===== config.mk =====
export PLATFORM = sky130hd
export DESIGN_NAME = fetch_queue
export DESIGN_NICKNAME = d
export VERILOG_FILES = /design/src/rtl/fetch_queue.sv
export SDC_FILE = /design/constraint.sdc
export NUM_CORES = 1
export LEC_CHECK = 0
export CAP_MARGIN = 20
export CORE_UTILIZATION = 49
export CTS_CLUSTER_DIAMETER = 100
export DETAILED_ROUTE_END_ITERATION = 7
export GPL_TIMING_DRIVEN = 0
export PLACE_DENSITY = 0.72
export SLEW_MARGIN = 0
export SYNTH_ARGS = -nofsm -noshare
export SYNTH_HDL_FRONTEND = slang
export SYNTH_SLANG_ARGS = --single-unit

===== constraint.sdc =====
create_clock -name clk -period 5 [get_ports clk]
set_input_delay 0.75 -clock clk [delete_from_list [all_inputs] [get_ports clk]]
set_output_delay 0.75 -clock clk [all_outputs]
set_load 0.01 [all_outputs]

===== src/rtl/fetch_queue.sv =====
// Instruction fetch front-end: one-outstanding sequential fetch into a small
// first-word-fall-through FIFO, flushed and restarted by a redirect.
module fetch_queue #(
  parameter int          DEPTH    = 4,
  parameter logic [31:0] RESET_PC = 32'h0000_0000
) (
  input  logic                         clk,
  input  logic                         rst,
  output logic                         imem_req,
  output logic [31:0]                  imem_addr,
  input  logic                         imem_gnt,
  input  logic                         imem_rvalid,
  input  logic [31:0]                  imem_rdata,
  input  logic                         redirect_valid,
  input  logic [31:0]                  redirect_pc,
  output logic                         out_valid,
  output logic [31:0]                  out_pc,
  output logic [31:0]                  out_instr,
  input  logic                         out_ready,
  output logic [$clog2(DEPTH+1)-1:0]   occupancy
);

  localparam int AW = $clog2(DEPTH);
  localparam int CW = $clog2(DEPTH+1);

  logic [31:0]   fetch_pc_reg, fetch_pc_next;
  logic [31:0]   inflight_pc_reg, inflight_pc_next;
  logic          inflight_reg, inflight_next;
  logic          drop_reg, drop_next;
  logic [CW-1:0] count_reg, count_next;
  logic [AW-1:0] rd_ptr_reg, rd_ptr_next;
  logic [AW-1:0] wr_ptr_reg, wr_ptr_next;

  logic [31:0] pc_mem    [DEPTH];
  logic [31:0] instr_mem [DEPTH];

  logic [CW:0] pending;
  logic        grant, resp, push, pop;

  // Space check counts the outstanding request but never credits a same-cycle pop.
  assign pending   = {1'b0, count_reg} + (CW+1)'(inflight_reg);
  assign imem_req  = !rst && !redirect_valid && (!inflight_reg || imem_rvalid)
                     && (pending < (CW+1)'(DEPTH));
  assign imem_addr = fetch_pc_reg;
  assign grant     = imem_req && imem_gnt;
  assign resp      = imem_rvalid && inflight_reg;
  assign push      = resp && !drop_reg && !redirect_valid;
  assign out_valid = (count_reg != '0);
  assign pop       = out_valid && out_ready && !redirect_valid;
  assign out_pc    = out_valid ? pc_mem[rd_ptr_reg] : 32'h0;
  assign out_instr = out_valid ? instr_mem[rd_ptr_reg] : 32'h0;
  assign occupancy = count_reg;

  always_comb begin
    fetch_pc_next    = fetch_pc_reg;
    inflight_pc_next = inflight_pc_reg;
    inflight_next    = inflight_reg;
    drop_next        = drop_reg;
    count_next       = count_reg;
    rd_ptr_next      = rd_ptr_reg;
    wr_ptr_next      = wr_ptr_reg;
    if (redirect_valid) begin
      fetch_pc_next = {redirect_pc[31:2], 2'b00};
      count_next    = '0;
      rd_ptr_next   = '0;
      wr_ptr_next   = '0;
      // A response arriving now is simply discarded; one still to come must be dropped.
      inflight_next = inflight_reg && !imem_rvalid;
      drop_next     = inflight_reg && !imem_rvalid;
    end else begin
      if (grant) begin
        fetch_pc_next    = fetch_pc_reg + 32'd4;
        inflight_next    = 1'b1;
        inflight_pc_next = fetch_pc_reg;
      end else if (resp) begin
        inflight_next = 1'b0;
      end
      if (resp && drop_reg) drop_next = 1'b0;
      if (push) wr_ptr_next = wr_ptr_reg + 1'b1;
      if (pop)  rd_ptr_next = rd_ptr_reg + 1'b1;
      case ({push, pop})
        2'b10:   count_next = count_reg + 1'b1;
        2'b01:   count_next = count_reg - 1'b1;
        default: count_next = count_reg;
      endcase
    end
  end

  always_ff @(posedge clk or posedge rst) begin
    if (rst) begin
      fetch_pc_reg    <= RESET_PC;
      inflight_pc_reg <= 32'h0;
      inflight_reg    <= 1'b0;
      drop_reg        <= 1'b0;
      count_reg       <= '0;
      rd_ptr_reg      <= '0;
      wr_ptr_reg      <= '0;
    end else begin
      fetch_pc_reg    <= fetch_pc_next;
      inflight_pc_reg <= inflight_pc_next;
      inflight_reg    <= inflight_next;
      drop_reg        <= drop_next;
      count_reg       <= count_next;
      rd_ptr_reg      <= rd_ptr_next;
      wr_ptr_reg      <= wr_ptr_next;
    end
  end

  always_ff @(posedge clk) begin
    if (push) begin
      pc_mem[wr_ptr_reg]    <= inflight_pc_reg;
      instr_mem[wr_ptr_reg] <= imem_rdata;
    end
  end

endmodule


==> reports/qor.txt <==
drt pass-1 iters - 5
Final Net Count - 1063
Tcrit/Tclk final - 77.3%
sequential power share - 47.5%
I/O pin count - 171
placer's final routability congestion estimate - 0.821
Main synth FF type - edfxtp_1
P&R area growth vs syn - 25.4%
Tightest Hold Check Type - reg2reg
Setup WS post-layout - 1.14 ns
sequential fraction of the synthesis area - 71.9%
Clock transition at path regs - 0.06 ns
Synth Cell Area - 12800 um^2
maxcap violations - 0
clock share of power - 35.4%
sw frac - 24.2%
critical path class - reg2out
GR Overflow Total - 0
xor-xnor portion of the synthesized cell area - 0.617%
Top Registers - instr_mem x128, pc_mem x120
Top delay family on crit path - buffers and inverters
slowest stage delay, CP - 0.57 ns
P_int - 5.04 mW
Avg Vias per Cell - 5.51
EDFF count, synth - 248
Setup TNS - 0 ns
Worst Max-Slew Pin Slew - 0.897 ns
RSZ-0062 raised after global routing - no
port buffer count - 164
Max Clk Rate - 0.259 GHz
maximum vdd drop - 221 uV
Placement Cell Area - 14900 um^2
critical path cell sequence - clkbuf_1 > buf_2 > mux4_2 > and2_1 > clkdlybuf4s50_1
fin. max-slew vios - 0
Core Util, Final - 63.0%
Logic pwr share - 17.1%
synthesis warning total - 0
die footprint - 26700 um^2
critical path endpoint category - output port
final hold viol count - 0
width of the die - 163 um
adder-cell share of the synthesized area - 0.647%
worst-path fanout max - 10
fraction of registers with async set/reset - 21.8%
slowest cell on the critical path - clkbuf_1
antenna viol nets, final - 0
simple-gate area share of the yosys netlist - 10.1%
core box area - 25400 um^2
mux contribution to synthesized area - 11.3%
insertion delay to the later sink of the worst-skew pair - 0.50 ns
largest net degree at the start of global routing - 70
setup bufs post-CTS - 0
share of cells above drive strength 1 - 14.0%
number of global-route vias before repair - 7490
initial antenna violation count - 0
Post-Syn Instances - 780
Core Rows - 58
Total GRT Usage - 21.1%
Largest Register - instr_mem
die height - 163 um
clk buf depth - 3
initial drt markers - 563
clock sink count - 317
Detail Placement HPWL - 17700 um
# setup viols final - 0
Crit path buffers/inverters - 3
Initial Util - 50.3%
global-route wire length before repair - 41900 um
CTS tree - done
Final min period - 3.86 ns
Worst Skew - 0.0121 ns
largest family of logic cells by synthesized area - multiplexers
routed vias - 7394
Slew headroom - 40.2%
Post-Syn Area per Cell - 16.4 um^2
power per cell area - 416 nW/um^2
WP data arrival - 3.11 ns
Synth cell types - 51
wire length per cell - 20.3 um
post_cts resized - 0
Switching Power - 1.61 mW
Synth Area in Compound Gates - 3.48%
H-tree levels - 2
DRC Markers - 0
Hold-fix buffers, CTS - 0
status - finished clean
Pleak - 5.61 nW
Root Buffer - clkbuf_16
ANT cells - 0
Largest register FFs - 128
CTS buffer count - 34
Finished Cell Area - 16000 um^2
CP startpoint kind - register
dpl ws - 1.55 ns
Detailed Route WL - 27300 um
FF+latch count, synth - 317
required time worst endpoint - 4.25 ns
-- routing by layer --
| metal | wire [um] | GRT usage [%] | vias to the layer above |
|---|---|---|---|
| li1 | - | - | 3384 |
| met1 | 11500 | 29.3 | 3682 |
| met2 | 13400 | 34.6 | 288 |
| met3 | 1840 | 3.43 | 40 |
| met4 | 605 | 5.95 | 0 |
| met5 | 0 | 0 | - |
-- Yosys cell counts (all sizes together) (6+ instances only) --
cell,count,area share [%]
nor3,8,0.35
dfrtp,69,14
clkbuf,28,0.82
a21oi,6,0.32
inv,6,0.18
o21ai,23,0.90
and2,68,3.3
nand3,12,0.47
nor2,18,0.53
edfxtp,248,58
buf,20,0.89
o211ai,8,0.47
nand4,14,0.69
mux4,62,11
nand2,121,3.6
-- through the flow --
step | hold slack (ns) | power, mW | instances
3_3_place_gp | 0.493 | 4.35 | 1277
4_1_cts | 0.521 | 6.72 | 1342
2_1_floorplan | 0.476 | 3.77 | 783
5_1_grt | 0.533 | 6.92 | 1342
3_5_place_dp | 0.508 | 4.37 | 1281
6_report | 0.518 | 6.65 | 1342
-- layout make-up --
| cell class | count | area, um^2 |
|---|---|---|
| Timing Repair Buffer | 168 | 1740 |
| Buffer | 48 | 219 |
| Clock buffer | 50 | 1020 |
| Clock inverter | 11 | 51.3 |
| Sequential cell | 317 | 9170 |
| Fill cell | 1868 | 9390 |
| Tap cell | 330 | 413 |
| Inverter | 6 | 25.0 |
| Multi-Input combinational cell | 412 | 3370 |
-- final timing paths --
path	startpoint	end	slack [ns]	cells after the start
max	rd_ptr_reg[0]$_DFFE_PP0P_	out_pc[13]	1.14	5
min	inflight_pc_reg[18]$_DFFE_PP0P_	pc_mem[2][18]$_DFFE_PP_	0.52	0
max reg2reg	inflight_reg$_DFFE_PP0P_	instr_mem[3][10]$_DFFE_PP_	2.70	4
min reg2reg	inflight_pc_reg[18]$_DFFE_PP0P_	pc_mem[2][18]$_DFFE_PP_	0.52	0
max in group asynchronous	rst	inflight_pc_reg[24]$_DFFE_PP0P_	3.56	2
min in group asynchronous	rst	imem_addr[12]$_DFFE_PP0P_	0.85	2
-- power by group through the flow --
stage                     combinational (mW)  clock (mW)  sequential, mW
after floorplan                        0.594           0            3.18
after global placement                  1.14           0            3.20
after detailed placement                1.15           0            3.21
after CTS                               1.16        2.40            3.16
after global routing                    1.24        2.50            3.18
final                                   1.14        2.35            3.16
-- logic make-up (layout without fill, tap and decap cells) --
| kind of cell | count (synthesis) | after routing |
|---|---|---|
| other cells | 1 | 4 |
| xor+xnor | 9 | 9 |
| simple gates | 261 | 261 |
| mux | 67 | 67 |
| fa+ha+maj | 6 | 6 |
| flops | 317 | 317 |
| compound gates | 65 | 65 |
| buf+inv | 54 | 283 |
-- cells in the final DEF (no fill, tap or decap), drive strengths merged, types with 2 or more instances in the layout --
master           n
a21o             4
a21oi            6
a221o            3
a22oi            2
a31oi            4
a41oi            2
and2            68
and3             3
and3b            2
and4             5
buf             24
clkbuf          78
clkdlybuf4s50  164
clkinv          10
conb             4
dfrtp           69
edfxtp         248
ha               5
inv              6
mux2i            4
mux4            62
nand2          121
nand3           12
nand4           14
nor2            18
nor3             8
o211ai           8
o21ai           23
o21bai           2
o311ai           3
or3              5
xnor2            4
xor2             5
No activity file was read; power rests on OpenSTA's default activity.
